==> config.mk <==
export PLATFORM = sky130hd
export DESIGN_NAME = frame_tx
export DESIGN_NICKNAME = d
export VERILOG_FILES = /design/src/rtl/link_pkg.sv /design/src/rtl/prbs16.sv /design/src/rtl/frame_tx.sv
export SDC_FILE = /design/constraint.sdc
export NUM_CORES = 1
export LEC_CHECK = 0
export CAP_MARGIN = 20
export CORE_MARGIN = 2
export CORE_UTILIZATION = 35
export DETAILED_ROUTE_END_ITERATION = 12
export REMOVE_ABC_BUFFERS = 1
export SYNTH_ARGS = -nofsm -noshare
export SYNTH_HDL_FRONTEND = slang
export SYNTH_SLANG_ARGS = --single-unit
==> constraint.sdc <==
create_clock -name clk -period 3.38 [get_ports clk]
set_input_delay 0.507 -clock clk [delete_from_list [all_inputs] [get_ports clk]]
set_output_delay 0.507 -clock clk [all_outputs]
set_load 0.02 [all_outputs]
==> src/rtl/link_pkg.sv <==
// Shared link definitions: CRC-16/CCITT-FALSE constants, transmit FSM states, byte-wise CRC step.
// Combinational helpers only; no latency.
// No flow control here; callers decide when a byte counts.
package link_pkg;

    localparam logic [15:0] CRC16_POLY = 16'h1021;
    localparam logic [15:0] CRC16_INIT = 16'hFFFF;

    typedef enum logic [2:0] {
        IDLE,
        PAYLOAD,
        CRC_HI,
        CRC_LO,
        GAP
    } tx_state_t;

    // MSB-first, unreflected; the receive-side checker uses the same step.
    function automatic logic [15:0] crc16_byte(input logic [15:0] crc, input logic [7:0] data);
        logic [15:0] c;
        c = crc ^ {data, 8'h00};
        for (int i = 0; i < 8; i++) begin
            c = c[15] ? ((c << 1) ^ CRC16_POLY) : (c << 1);
        end
        return c;
    endfunction

endpackage

==> src/rtl/prbs16.sv <==
// 16-bit Fibonacci LFSR payload source, reset to seed.
// Current and next-state bytes are available in the same cycle; advances one step per cycle when asked.
// The caller holds advance low while its output is stalled.
module prbs16 (
    input  logic        clk,
    input  logic        rst_n,
    input  logic [15:0] seed,
    input  logic        advance,
    output logic [7:0]  cur_byte,
    output logic [7:0]  next_byte
);

    logic [15:0] lfsr;
    logic [15:0] lfsr_next;

    assign lfsr_next = {lfsr[14:0], lfsr[15] ^ lfsr[13] ^ lfsr[12] ^ lfsr[10]};
    assign cur_byte  = lfsr[7:0];
    assign next_byte = lfsr_next[7:0];

    always_ff @(posedge clk or negedge rst_n) begin
        if (!rst_n) begin
            lfsr <= seed;
        end else if (advance) begin
            lfsr <= lfsr_next;
        end
    end

endmodule

==> src/rtl/frame_tx.sv <==
// Fixed-length frame generator: payload (PRBS or incrementing) + CRC-16, optional CRC corruption.
// First byte presented the cycle after enable is seen idle; one byte per cycle while tx_ready is high.
// On tx_ready low all outputs hold and the LFSR/CRC freeze.
module frame_tx
    import link_pkg::*;
#(
    parameter int          PAYLOAD_BYTES = 9,
    parameter int          GAP_CYCLES    = 2,
    parameter logic [15:0] LFSR_SEED     = 16'hACE1
) (
    input  logic        clk,
    input  logic        rst_n,
    input  logic        enable,
    input  logic        pattern_mode,
    input  logic        inject_err,
    input  logic        tx_ready,
    output logic        tx_valid,
    output logic [7:0]  tx_data,
    output logic        tx_sof,
    output logic        tx_eof,
    output logic        busy,
    output logic [31:0] frames_sent,
    output logic [31:0] frames_corrupted
);

    localparam logic [7:0] LAST_IDX = 8'(PAYLOAD_BYTES - 1);
    localparam logic [7:0] INC_BASE = 8'h31;

    tx_state_t   state;
    logic [7:0]  idx;
    logic        mode;
    logic [15:0] crc;
    logic [15:0] crc_next;
    logic        pending;
    logic        corrupt;
    logic [15:0] gap_cnt;
    logic [7:0]  prbs_cur;
    logic [7:0]  prbs_next;
    logic        accept;
    logic        sof_accept;
    logic        frame_done;
    logic        gap_last;
    logic        start;
    logic        advance;

    assign accept     = tx_valid && tx_ready;
    assign sof_accept = accept && tx_sof;
    assign frame_done = accept && (state == CRC_LO);
    assign advance    = accept && (state == PAYLOAD) && !mode;
    assign crc_next   = crc16_byte(crc, tx_data);
    assign gap_last   = (state == GAP) && (gap_cnt == 16'(GAP_CYCLES - 1));
    assign busy       = (state == PAYLOAD) || (state == CRC_HI) || (state == CRC_LO);

    // The last gap cycle (or the CRC_LO accept when there is no gap) acts as
    // IDLE, so back-to-back frames are separated by exactly GAP_CYCLES idle cycles.
    assign start = enable && ((state == IDLE) || gap_last || (frame_done && (GAP_CYCLES == 0)));

    prbs16 u_prbs (
        .clk       (clk),
        .rst_n     (rst_n),
        .seed      (LFSR_SEED),
        .advance   (advance),
        .cur_byte  (prbs_cur),
        .next_byte (prbs_next)
    );

    always_ff @(posedge clk or negedge rst_n) begin
        if (!rst_n) begin
            state            <= IDLE;
            idx              <= 8'd0;
            mode             <= 1'b0;
            crc              <= CRC16_INIT;
            pending          <= 1'b0;
            corrupt          <= 1'b0;
            gap_cnt          <= 16'd0;
            tx_valid         <= 1'b0;
            tx_data          <= 8'd0;
            tx_sof           <= 1'b0;
            tx_eof           <= 1'b0;
            frames_sent      <= 32'd0;
            frames_corrupted <= 32'd0;
        end else begin
            // A pulse landing on the SOF accept belongs to the following frame.
            pending <= sof_accept ? inject_err : (pending | inject_err);
            if (sof_accept) begin
                corrupt <= pending;
            end

            case (state)
                PAYLOAD: begin
                    if (accept) begin
                        crc    <= crc_next;
                        tx_sof <= 1'b0;
                        if (idx == LAST_IDX) begin
                            state   <= CRC_HI;
                            tx_data <= crc_next[15:8];
                        end else begin
                            idx     <= idx + 8'd1;
                            tx_data <= mode ? (INC_BASE + idx + 8'd1) : prbs_next;
                        end
                    end
                end
                CRC_HI: begin
                    if (accept) begin
                        state   <= CRC_LO;
                        tx_data <= crc[7:0] ^ {7'b0, corrupt};
                        tx_eof  <= 1'b1;
                    end
                end
                CRC_LO: begin
                    if (accept) begin
                        frames_sent <= frames_sent + 32'd1;
                        if (corrupt) begin
                            frames_corrupted <= frames_corrupted + 32'd1;
                        end
                        tx_valid <= 1'b0;
                        tx_eof   <= 1'b0;
                        gap_cnt  <= 16'd0;
                        state    <= (GAP_CYCLES > 0) ? GAP : IDLE;
                    end
                end
                GAP: begin
                    gap_cnt <= gap_cnt + 16'd1;
                    if (gap_last) begin
                        state <= IDLE;
                    end
                end
                default: ;
            endcase

            if (start) begin
                state    <= PAYLOAD;
                idx      <= 8'd0;
                mode     <= pattern_mode;
                crc      <= CRC16_INIT;
                tx_valid <= 1'b1;
                tx_sof   <= 1'b1;
                tx_eof   <= 1'b0;
                tx_data  <= pattern_mode ? INC_BASE : prbs_cur;
            end
        end
    end

endmodule
## After elaboration in Yosys (flattened, before gate mapping)

Cells that the tools add are included.

- Word-level logic and storage cells: 114
- Bits in registers: 137

- Reductions and logical operators: 27
- Bitwise logic cells: 14
- Add/sub/neg operators: 6
- Muxes and demuxes: 40
- Eq/ne operators: 13

Operator list:

| operator | number |
|---|---|
| $mux W13 | 8 |
| $mux W8 | 10 |
| $add A32 B1 Y32 const B | 2 |
| $mux W16 | 4 |
| $pmux W16 S2 | 1 |
| $not A3 Y3 | 8 |
| $mux W3 | 6 |
| $add A16 B1 Y16 const B | 1 |
| $add A8 B1 Y8 const B | 2 |
| $eq A16 B1 Y1 const B | 1 |
| $pmux W8 S2 | 1 |
| $xor A16 B16 Y16 | 1 |
| $ne A3 B3 Y1 const B | 4 |
| $pmux W3 S4 | 1 |
| $reduce_and A3 Y1 | 4 |
| $add A6 B8 Y8 const A | 1 |
| $eq A8 B4 Y1 const B | 1 |
| $mux W1 | 8 |
| $reduce_and A2 Y1 | 4 |
| $reduce_bool A2 Y1 | 4 |
| $xor A8 B1 Y8 | 1 |
| $eq A3 B2 Y1 const B | 2 |
| $logic_and A1 B1 Y1 | 6 |
| $reduce_and A6 Y1 | 1 |
| other kinds (12) | 18 |

## Longest topological paths before layout

- Depth after elaboration: 21
- Depth in mapped cells: 9
- Gate-level depth less buffers: 8

## Worst setup path after synthesis

Ideal clock, no wire load.

- Path type: register to register
- Start: reg tx_data[7]
- End: reg tx_data[7]
- Required time: 3.243 ns
- Setup slack: 1.433 ns
- Data arrival time: 1.810 ns
- Stages on the path, launching flop included: 7
- Path buffers: 0
- Library setup time: 0.137 ns
- Path through: dfrtp_1 > xor2_1 > xnor2_1 > or3_1 > a21oi_1 > a2111oi_2 > o22ai_1

- Longest elaborated chain between the ends: 7

Ends and longest elaborated chain:

| element | RTL line | source |
|---|---|---|
| start, declared | frame_tx.sv:18 | `output logic [7:0] tx_data,` |
| start signal, assigned | frame_tx.sv:96 | `tx_data <= crc_next[15:8];` |
| start signal, assigned | frame_tx.sv:99 | `tx_data <= mode ? (INC_BASE + idx + 8'd1) : prbs_next;` |
| start signal, assigned | frame_tx.sv:106 | `tx_data <= crc[7:0] ^ {7'b0, corrupt};` |
| $xor A16 B16 Y16 | link_pkg.sv:20 | `c = crc ^ {data, 8'h00};` |
| $mux W13 (2 in a row) | link_pkg.sv:22 | `c = c[15] ? ((c << 1) ^ CRC16_POLY) : (c << 1);` |
| $mux W8 | frame_tx.sv:94 | `if (idx == LAST_IDX) begin` |
| $mux W8 | frame_tx.sv:91 | `if (accept) begin` |
| $pmux W8 S2 | frame_tx.sv:89 | `case (state)` |
| $mux W8 | frame_tx.sv:131 | `if (start) begin` |

No other way between the ends. The select of a mux whose other input is x is not followed.
A chain may end at the register's enable or synchronous reset.

## Final worst setup path

- Start: in tx_ready
- End: reg frames_corrupted[17]

- Longest elaborated chain between the ends: 2

Ends and longest elaborated chain:

| element | RTL line | source |
|---|---|---|
| start, declared | frame_tx.sv:16 | `input logic tx_ready,` |
| $logic_and A1 B1 Y1 | frame_tx.sv:46 | `assign accept = tx_valid && tx_ready;` |
| $reduce_and A3 Y1 (no source line) | - |  |
| end signal, assigned | frame_tx.sv:114 | `frames_corrupted <= frames_corrupted + 32'd1;` |
| end, declared | frame_tx.sv:23 | `output logic [31:0] frames_corrupted` |

No other way between the ends.

==> flow_summary.toml <==
[status]
status = "finished, final reports clean"

[clock_tree]
path_clk_slew_ps = 60
cts_setup_buffers = 0
cts-root-buf = "clkbuf_16"
cts_tree = "built"
cts.sinks = 137
cts_made_buffers = 17
clk-insertion-delay-late_ps = 420
clockBufferDepth = 2
cts_resized = 0
htree_levels = 4

[finish]
final_cell_mix = "113 x dfrtp_1, 88 x nand2_1, 80 x clkdlybuf4s50_1"
area_growth_pct = 25.36
final_nets = 752
final_layout_size_suffix_gt1_share_pct = 13.03
final_common_cell = "dfrtp_1"
antenna_cells = 0
fill_cells = 1722

[worst_setup_path]
worstSetupEndpointType = "flop"
required_ps = 3680
reg2regPathDepth = 6
criticalPathCategory = "primary input to flop"
cp_max_fo = 9
startpoint_type = "primary input"
arrival_ps = 2760

[timing]
fmax_ghz = 0.4061
drv_slew = 0
whs_ps = 472.0
fin_skew_ps = 8.198
hold_violations = 0
rsz0062_at_grt = "false"
fin_setup_tns_ps = 0
worst_slew_margin_rel_pct = 49.62
timing.final.crit_period_ps = 2463
finalSetupViolCount = 0
fin_ws_ps = 917.4
finalCritPeriodShare_pct = 72.86
tightest_slew_ps = 754.0

[route]
drt_iter0_drc = 324
first_pass_iters = 4
post_drt_wl_per_cell_microns = 15.49
wirelength_microns = 15270
drc = 0
vias = 5083
drt-vias-per-instance = 5.155
postRouteAntennaNets = 0

[floorplanning]
initial_core_util_pct = 35.79
io_pins = 82
std_cell_rows = 50
die_x_microns = 142.3
die-area_sq_mm = 0.02025
core_sq_mm = 0.01871
die_h_microns = 142.3

[placed_design]
hpwl_microns = 10780
finalWeightedCongestion = 0.8290
preCtsSetupSlack_ps = 479.1
port_buffers = 81

[global_route]
overflow = 0
antenna_found_initial = 0
grt_max_degree = 68
grt_pass1_vias = 4961
grt_pass1_wl_microns = 24990
globalRouteTotalUtil_pct = 15.52

[synth]
synth_top_family_by_area = "simple AND/OR/NAND/NOR gates"
async_flop_share_pct = 100.0
synth-seq-cells = 137
synth_fa_ha_area_share_pct = 1.308
yosys_most_used_dff = "dfrtp_1"
syn_area_per_cell_sq_um = 10.30
synthesis.area_sq_mm = 0.006694
synth_edf_count = 0
muxShareOfSynthArea_pct = 3.551
synthCells = 650
synth_xor_area_share_pct = 12.95
yosysSeqAreaShare_pct = 51.66
synthSimpleGateAreaFrac_pct = 19.38
ys.warnings.count = 0
synth-compound-area-share_pct = 8.729
synth_cell_types = 54

[power_and_ir_drop]
p_leak_nw = 3.609
powerDensity_mw_per_mm2 = 431.4
ir_drop_mv = 0.3413

[flow_run]
maxCapViolCount = 0

[hold_path]
whs_path_depth = 1
hold_class = "flop to flop"
==> worst paths after layout <==
path                                             start                          endpoint  slack, ps
max                                           tx_ready  frames_corrupted[17]$_DFFE_PN0P_        920
min                        frames_sent[31]$_DFFE_PN0P_       frames_sent[31]$_DFFE_PN0P_        470
max reg2reg                       state[2]$_DFFE_PN0P_  frames_corrupted[17]$_DFFE_PN0P_        960
min reg2reg                frames_sent[31]$_DFFE_PN0P_       frames_sent[31]$_DFFE_PN0P_        470
max in group asynchronous                        rst_n            tx_data[2]$_DFFE_PN0P_       1920
min in group asynchronous                        rst_n       frames_sent[26]$_DFFE_PN0P_        530
==> power breakdown <==
group	leakage [nW]	internal, mW	switching [mW]	total (mW)
Combinational	1.57	0.00912	0.0360	0.0451
Sequential	1.74	1.64	0.0000000000000000127	1.64
Clock	0.295	1.18	0.753	1.93
Total	3.61	2.83	0.789	3.62
==> per-stage QoR <==
| stage | util (%) | std cells | instance area, sq um | total power [mW] |
|---|---|---|---|---|
| after CTS | 44.86 | 986 | 8392 | 3.670 |
| after detailed placement | 41.52 | 953 | 7766 | 1.717 |
| after floorplan | - | 627 | 6570 | 1.672 |
| after global routing | 44.86 | 986 | 8392 | 3.753 |
| final | 44.86 | 986 | 8392 | 3.621 |
| after global placement | 41.52 | 953 | 7766 | 1.716 |
==> layer usage <==
| layer | routed length [microns] | GRT usage [%] | vias up |
|---|---|---|---|
| met5 | 0 | 0 | - |
| met4 | 136 | 4.690 | 0 |
| met3 | 617 | 4.004 | 8 |
| met2 | 7402 | 25.60 | 118 |
| met1 | 7117 | 20.16 | 2503 |
| li1 | - | - | 2454 |
==> area by class of cell <==
type / count / area (sq um) / share of cell area (%)
inverter: 10 / 37.54 / 0.4473
sequential: 137 / 3458 / 41.21
clock buffer: 18 / 429.2 / 5.114
timing repair buffer: 93 / 913.4 / 10.88
tap: 234 / 292.8 / 3.489
multi-input combinational: 480 / 3074 / 36.63
clock inverter: 14 / 186.4 / 2.222
==> timing repair <==
item / in CTS / in global routing
endpoints found under the hold margin: 22 / 0
endpoints found under the setup margin: 0 / 0
hold buffers: 1 / 0
==> Yosys cell counts, types with 2 or more instances <==
| master | count | area (sq um) |
|---|---|---|
| a211oi_1 | 4 | 30.03 |
| a21o_1 | 2 | 15.01 |
| a21oi_1 | 18 | 90.09 |
| a221oi_1 | 3 | 26.28 |
| a31oi_1 | 6 | 37.54 |
| and2_1 | 5 | 31.28 |
| and3_1 | 18 | 112.6 |
| and4_1 | 3 | 26.28 |
| buf_2 | 3 | 15.01 |
| buf_4 | 3 | 22.52 |
| buf_6 | 3 | 33.78 |
| clkbuf_1 | 14 | 52.55 |
| dfrtp_1 | 113 | 2828 |
| dfstp_2 | 24 | 630.6 |
| ha_1 | 7 | 87.58 |
| inv_1 | 10 | 37.54 |
| mux2_2 | 14 | 157.7 |
| mux2i_1 | 8 | 80.08 |
| nand2_1 | 88 | 330.3 |
| nand2b_1 | 2 | 12.51 |
| nand3_1 | 40 | 200.2 |
| nand3b_1 | 4 | 30.03 |
| nand4_1 | 21 | 131.4 |
| nor2_1 | 37 | 138.9 |
| nor3_1 | 10 | 50.05 |
| nor3_2 | 5 | 50.05 |
| nor4_1 | 3 | 18.77 |
| o211ai_1 | 11 | 82.58 |
| o21ai_0 | 40 | 200.2 |
| o32ai_1 | 3 | 26.28 |
| or2_2 | 3 | 18.77 |
| or3_1 | 6 | 37.54 |
| xnor2_1 | 67 | 586.8 |
| xor2_1 | 32 | 280.3 |
==> state kept, by name (all words and copies together) (netlist names) <==
register	cells
crc	16
state	3
frames_sent	32
mode	1
u_prbs.lfsr	16
tx_valid	1
tx_eof	1
tx_sof	1
gap_cnt	16
pending	1
tx_data	8
idx	8
frames_corrupted	32
corrupt	1
==> kinds of logic (layout without fill, tap and decap cells) <==
family / after synthesis / after routing
muxes: 22 / 22
xor gates and xnor gates: 99 / 99
buffers and inverters: 33 / 135
AOI/OAI and AO/OA: 95 / 95
DFF: 137 / 137
and+or+nand+nor: 257 / 257
adders and majority gates: 7 / 7
==> worst max-delay path: stages <==
cell	delay, ps
clkdlybuf4s50_1	510
and3b_1	260
and3_1	410
nand3_1	280
nor2_1	440
nand3_1	180
xnor2_1	160
Note: power is estimated with default switching activity, not from simulation.
